**config.mk**
```make
export PLATFORM = sky130hd
export DESIGN_NAME = pixel_writeback_unit
export DESIGN_NICKNAME = d
export VERILOG_FILES = /design/src/rtl/pixel_writeback_unit.sv
export SDC_FILE = /design/constraint.sdc
export NUM_CORES = 1
export LEC_CHECK = 0
export ABC_AREA = 1
export BUFFER_PORTS_ARGS = -buffer_cell sky130_fd_sc_hd__buf_2
export CORE_UTILIZATION = 29
export DETAILED_ROUTE_END_ITERATION = 8
export PLACE_DENSITY = 0.59
export SLEW_MARGIN = 20
export SYNTH_ARGS = -nofsm -noshare
export SYNTH_HDL_FRONTEND = slang
export SYNTH_SLANG_ARGS = --single-unit
```
**constraint.sdc**
```tcl
create_clock -name clk -period 3.9 [get_ports clk]
set_input_delay 0.39 -clock clk [delete_from_list [all_inputs] [get_ports clk]]
set_output_delay 0.39 -clock clk [all_outputs]
set_load 0.02 [all_outputs]
```
**src/rtl/pixel_writeback_unit.sv**
```systemverilog
// ---------------------------------------------------------------------------
// pixel_writeback_unit
//
// Purpose:
//   Takes accumulated fixed-point pixels from the pixel point processor over
//   a done/ack handshake. Each pixel is rescaled by an arithmetic right shift,
//   optionally passed through ReLU, and saturated to OUT_W bits. The result is
//   written to the output feature-map RAM at consecutive addresses, starting
//   from a programmed base address. When the programmed number of pixels has
//   been written, a one-cycle frame_done pulse goes to the layer controller.
//
// Ports:
//   clk            in   system clock, rising edge
//   rst            in   asynchronous active-high reset
//   start          in   one-cycle pulse; latches the frame configuration
//   out_base_addr  in   first write address of the frame
//   num_pix        in   number of pixels in the frame (0 = empty frame)
//   relu_en        in   1 = clamp negative results to zero
//   pix_in         in   accumulated signed pixel from the processor
//   pix_done       in   processor result valid
//   pix_ack        out  acknowledge back to the processor
//   wr_en          out  output RAM write strobe (one cycle per pixel)
//   wr_addr        out  output RAM address (holds between writes)
//   wr_data        out  output RAM data (holds between writes)
//   busy           out  frame in progress
//   frame_done     out  one-cycle pulse once the frame is complete
// ---------------------------------------------------------------------------
module pixel_writeback_unit #(
   parameter int IN_W       = 32,
   parameter int OUT_W      = 16,
   parameter int ADDR_W     = 14,
   parameter int FRAC_SHIFT = 8
) (
   input  logic              clk,
   input  logic              rst,
   input  logic              start,
   input  logic [ADDR_W-1:0] out_base_addr,
   input  logic [ADDR_W-1:0] num_pix,
   input  logic              relu_en,
   input  logic [IN_W-1:0]   pix_in,
   input  logic              pix_done,
   output logic              pix_ack,
   output logic              wr_en,
   output logic [ADDR_W-1:0] wr_addr,
   output logic [OUT_W-1:0]  wr_data,
   output logic              busy,
   output logic              frame_done
);

   typedef enum logic [2:0] {
      S_IDLE,
      S_WAIT,
      S_PROC,
      S_WRITE,
      S_RELEASE,
      S_DONE
   } state_t;

   // Saturation limits expressed at the input width so that the comparison
   // happens on the full shifted value.
   localparam logic signed [IN_W-1:0] MAX_VAL =
      {{(IN_W-OUT_W+1){1'b0}}, {(OUT_W-1){1'b1}}};
   localparam logic signed [IN_W-1:0] MIN_VAL =
      {{(IN_W-OUT_W+1){1'b1}}, {(OUT_W-1){1'b0}}};
   localparam logic [OUT_W-1:0] SAT_POS = {1'b0, {(OUT_W-1){1'b1}}};
   localparam logic [OUT_W-1:0] SAT_NEG = {1'b1, {(OUT_W-1){1'b0}}};

   state_t                   r_state;
   logic signed [IN_W-1:0]   r_pix;
   logic [OUT_W-1:0]         r_data;
   logic [ADDR_W-1:0]        r_cnt;
   logic [ADDR_W-1:0]        r_addr;
   logic [ADDR_W-1:0]        r_numPix;
   logic                     r_reluEn;
   logic                     r_pixAck;
   logic                     r_wrEn;
   logic [ADDR_W-1:0]        r_wrAddr;
   logic [OUT_W-1:0]         r_wrData;
   logic                     r_busy;
   logic                     r_frameDone;

   logic signed [IN_W-1:0]   w_shifted;
   logic signed [IN_W-1:0]   w_relu;
   logic [OUT_W-1:0]         w_satData;
   logic [ADDR_W-1:0]        w_cntNext;

   assign w_cntNext = r_cnt + ADDR_W'(1);

   // Rescale, rectify and saturate the registered pixel. The shift is
   // arithmetic so negative accumulations keep their sign; ReLU is applied
   // before saturation so a rectified value can never hit the negative limit.
   always_comb begin
      w_shifted = r_pix >>> FRAC_SHIFT;
      w_relu    = w_shifted;
      if (r_reluEn && (w_shifted < 0)) begin
         w_relu = '0;
      end
      w_satData = w_relu[OUT_W-1:0];
      if (w_relu > MAX_VAL) begin
         w_satData = SAT_POS;
      end else if (w_relu < MIN_VAL) begin
         w_satData = SAT_NEG;
      end
   end

   // Frame control FSM. Every output is registered here so that reset clears
   // them immediately and no write strobe can escape after rst rises. The
   // write strobe and frame_done are single-cycle pulses, so they default low
   // each cycle. wr_addr/wr_data only change in WRITE and otherwise hold.
   // In RELEASE the ack stays high until the processor drops done, which
   // stops a lingering done from being taken as a second pixel.
   always_ff @(posedge clk or posedge rst) begin
      if (rst) begin
         r_state     <= S_IDLE;
         r_pix       <= '0;
         r_data      <= '0;
         r_cnt       <= '0;
         r_addr      <= '0;
         r_numPix    <= '0;
         r_reluEn    <= 1'b0;
         r_pixAck    <= 1'b0;
         r_wrEn      <= 1'b0;
         r_wrAddr    <= '0;
         r_wrData    <= '0;
         r_busy      <= 1'b0;
         r_frameDone <= 1'b0;
      end else begin
         r_wrEn      <= 1'b0;
         r_frameDone <= 1'b0;
         case (r_state)
            S_IDLE: begin
               if (start) begin
                  r_numPix <= num_pix;
                  r_reluEn <= relu_en;
                  r_cnt    <= '0;
                  r_addr   <= out_base_addr;
                  r_busy   <= 1'b1;
                  r_state  <= (num_pix == '0) ? S_DONE : S_WAIT;
               end
            end
            S_WAIT: begin
               if (pix_done) begin
                  r_pix   <= pix_in;
                  r_state <= S_PROC;
               end
            end
            S_PROC: begin
               r_data  <= w_satData;
               r_state <= S_WRITE;
            end
            S_WRITE: begin
               r_wrEn   <= 1'b1;
               r_wrAddr <= r_addr;
               r_wrData <= r_data;
               r_pixAck <= 1'b1;
               r_state  <= S_RELEASE;
            end
            S_RELEASE: begin
               if (!pix_done) begin
                  r_pixAck <= 1'b0;
                  r_cnt    <= w_cntNext;
                  r_addr   <= r_addr + ADDR_W'(1);
                  r_state  <= (w_cntNext == r_numPix) ? S_DONE : S_WAIT;
               end
            end
            S_DONE: begin
               r_frameDone <= 1'b1;
               r_busy      <= 1'b0;
               r_state     <= S_IDLE;
            end
            default: begin
               r_state <= S_IDLE;
            end
         endcase
      end
   end

   assign pix_ack    = r_pixAck;
   assign wr_en      = r_wrEn;
   assign wr_addr    = r_wrAddr;
   assign wr_data    = r_wrData;
   assign busy       = r_busy;
   assign frame_done = r_frameDone;

endmodule

```
==> impl_metrics.csv <==
group,metric,value,unit
floorplanning,die-area,20100,µm²
global_routing,grt_first_pass_wirelength,22400,µm
critical_path,path_max_fanout,34,
worst_hold_path,hold_path_class,"in2async",
route,drcViolationCount,0,
floorplanning,rows,50,
sta,setup-tns-final,0,ns
clock_network,hold_buffers,0,
floorplanning,die_w,142,µm
logic_synthesis,postSynthAreaPerCell,8.75,µm²
critical_path,cp-end-kind,"flop",
layout,final_cell_count_no_fill,1013,
layout,fin_util,0.365,
logic_synthesis,yosysWarningCount,0,
logic_synthesis,yosysSeqAreaShare,0.529,
layout,nFillCells,1945,
sta,setup_ws,1.53,ns
route,drtPass1Iterations,5,
power_and_ir_drop,leakage,0.00338,µW
critical_path,critPathArrivalTime,2.73,ns
layout,area_delta_synth_final,22.1,%
sta,slew_viol_final,0,
global_routing,grt_pass1_vias,4514,
floorplanning,ioPinCount,99,
sta,hold_violations,0,
route,wl_per_cell,13.1,µm
sta,fmax,0.422,GHz
layout,n_antenna_cell,0,
layout,drive_above_1_share,0.242,
clock_network,clk_pin_slew,0.06,ns
floorplanning,die_y,142,µm
layout,finalNetCount,807,
logic_synthesis,synth-seq-cells,120,
sta,worstMarginPinSlew,0.733,ns
job,drv_cap,0,
layout,final_common_cell,"nand2_1",
placement,gp_congestion,0.822,
route,drt-initial-drc-count,179,
power_and_ir_drop,ir_worst_vdd,0.354,mV
layout,regArea,3000,µm²
placement,port_buffers,90,
layout,multi_input_area,2240,µm²
clock_network,cts_buffer_depth,2,
power_and_ir_drop,sw_frac_of_total,0.393,
global_routing,overflow,0,
global_routing,grt_max_degree,59,
route,avgViaCountPerCell,4.45,
sta,period_needed,2.37,ns
clock_network,cts_setup_buffers,0,
floorplanning,start_util,0.299,
sta,rsz0062_at_grt,"no",
logic_synthesis,netlist_instances,648,
logic_synthesis,syn_nets,715,
route,wirelength,13300,µm
sta,skew,0.00741,ns
power_and_ir_drop,p_seq_frac,0.387,
clock_network,cts_tree,"yes",
clock_network,root_buffer,"clkbuf_16",
critical_path,crit_required,4.26,ns
power_and_ir_drop,p_sw,2140,µW
clock_network,clk_latency,0.42,ns
power_and_ir_drop,clockPowerShare,0.267,
route,route.vias.total,4506,
placement,place_area,6380,µm²
power_and_ir_drop,power_density,787,nW/µm²
global_routing,grt.total_usage,0.144,
clock_network,post_cts_resized,0,
layout,final_cell_mix,"nand2_1, dfrtp_1, buf_2",
outcome,status,"finished clean",
logic_synthesis,syn_area,5670,µm²
power_and_ir_drop,power_frac_comb,0.347,
critical_path,critPathLaunchType,"flop",
sta,post-route-period-util,0.608,
critical_path,critical_path_class,"reg2reg",
placement,place.detailed.hpwl,9190,µm
placement,pre_cts_ws,1.52,ns
floorplanning,design.core.area,19000,µm²
clock_network,cts.sinks,120,
clock_network,numCtsBuffers,17,
logic_synthesis,yosysUniqueCellTypes,37,
clock_network,cts-htree-levels,4,
sta,slew_headroom,0.511,
global_routing,antenna_found_initial,1,
power_and_ir_drop,p_int,3310,µW
route,ant_nets,0,
placement,dp_cells,981,
sta,setup_viol,0,
layout,stdcell_area,6930,µm²
-- layer usage --
layer | up-vias | GRT usage | routed length [µm]
li1 | 2319 | - | -
met1 | 2095 | 0.188 | 6470
met2 | 78 | 0.229 | 6220
met3 | 12 | 0.0378 | 431
met4 | 2 | 0.0526 | 134
met5 | - | 0 | 13
-- Yosys cell counts (all sizes together) --
cell type / n / area (µm²)
xor2: 1 / 8.76
a31oi: 4 / 25.0
nand3: 53 / 270
nor3: 5 / 41.3
o211ai: 2 / 15.0
clkbuf: 8 / 30.0
a21oi: 13 / 65.1
ha: 2 / 25.0
o22ai: 12 / 75.1
a32o: 2 / 20.0
nand4: 5 / 31.3
xnor2: 1 / 8.76
a22oi: 16 / 120
nand2: 177 / 679
o21ai: 59 / 295
dfrtp: 120 / 3000
buf: 14 / 77.6
o31ai: 1 / 21.3
nor4: 5 / 31.3
clkinv: 1 / 3.75
nor2: 41 / 245
nand3b: 1 / 7.51
mux2: 23 / 259
inv: 82 / 313
-- kinds of logic after synthesis --
logic type      share of synthesized area
xor+xnor                          0.00309
compound gates                      0.112
flops                               0.529
mux                                0.0457
buf+inv                            0.0748
fa+ha+maj                         0.00441
simple gates                        0.230
-- through the flow --
stage          hold slack, ns  total power, µW
6_report                0.101             5450
5_1_grt                 0.150             5900
4_1_cts                 0.128             5530
3_5_place_dp            0.459             4040
3_3_place_gp            0.459             3980
2_1_floorplan           0.442             3500
-- power groups by stage --
stage | combinational, µW | clock (µW) | sequential (µW)
floorplan | 1250 | 0 | 2250
global placement | 1870 | 0 | 2110
detailed placement | 1910 | 0 | 2120
CTS | 1920 | 1490 | 2110
global route | 2170 | 1550 | 2180
finish | 1890 | 1450 | 2110
-- layout make-up --
type | count | area share
Sequential cell | 120 | 0.434
Multi-Input combinational cell | 423 | 0.324
Timing Repair Buffer | 95 | 0.0705
Clock buffer | 18 | 0.0620
Tap cell | 260 | 0.0470
Inverter | 83 | 0.0461
Clock inverter | 14 | 0.0168
-- final timing paths --
kind	cells after the start	start	endpoint	slack, ns
setup / recovery	9	r_state[2]$_DFFE_PP0P_	r_addr[8]$_DFFE_PP0P_	1.53
hold / removal	2	rst	r_numPix[12]$_DFFE_PP0P_	0.10
setup reg to reg	9	r_state[2]$_DFFE_PP0P_	r_addr[8]$_DFFE_PP0P_	1.53
hold reg to reg	2	r_data[15]$_DFFE_PP0P_	r_data[15]$_DFFE_PP0P_	0.47
max in group asynchronous	3	rst	r_addr[4]$_DFFE_PP0P_	2.97
min in group clk	2	pix_in[22]	r_pix[22]$_DFFE_PP0P_	0.20
-- flip-flops by register name, summed over array words and instances, names as in the netlist --
register	flops
r_addr	14
r_pix	24
r_numPix	14
frame_done	1
busy	1
wr_data	16
r_data	16
r_state	3
wr_en	1
wr_addr	14
r_reluEn	1
r_cnt	14
pix_ack	1
-- critical path, stage by stage, from the launching register on --
cell,delay [ns]
dfrtp_1,0.46
inv_2,0.11
nor2_4,0.47
inv_4,0.23
nor2_8,0.22
nor2_8,0.09
inv_4,0.32
o21ai_1,0.12
a32o_1,0.23
inv_1,0.05
No activity file was read; power rests on OpenSTA's default activity.
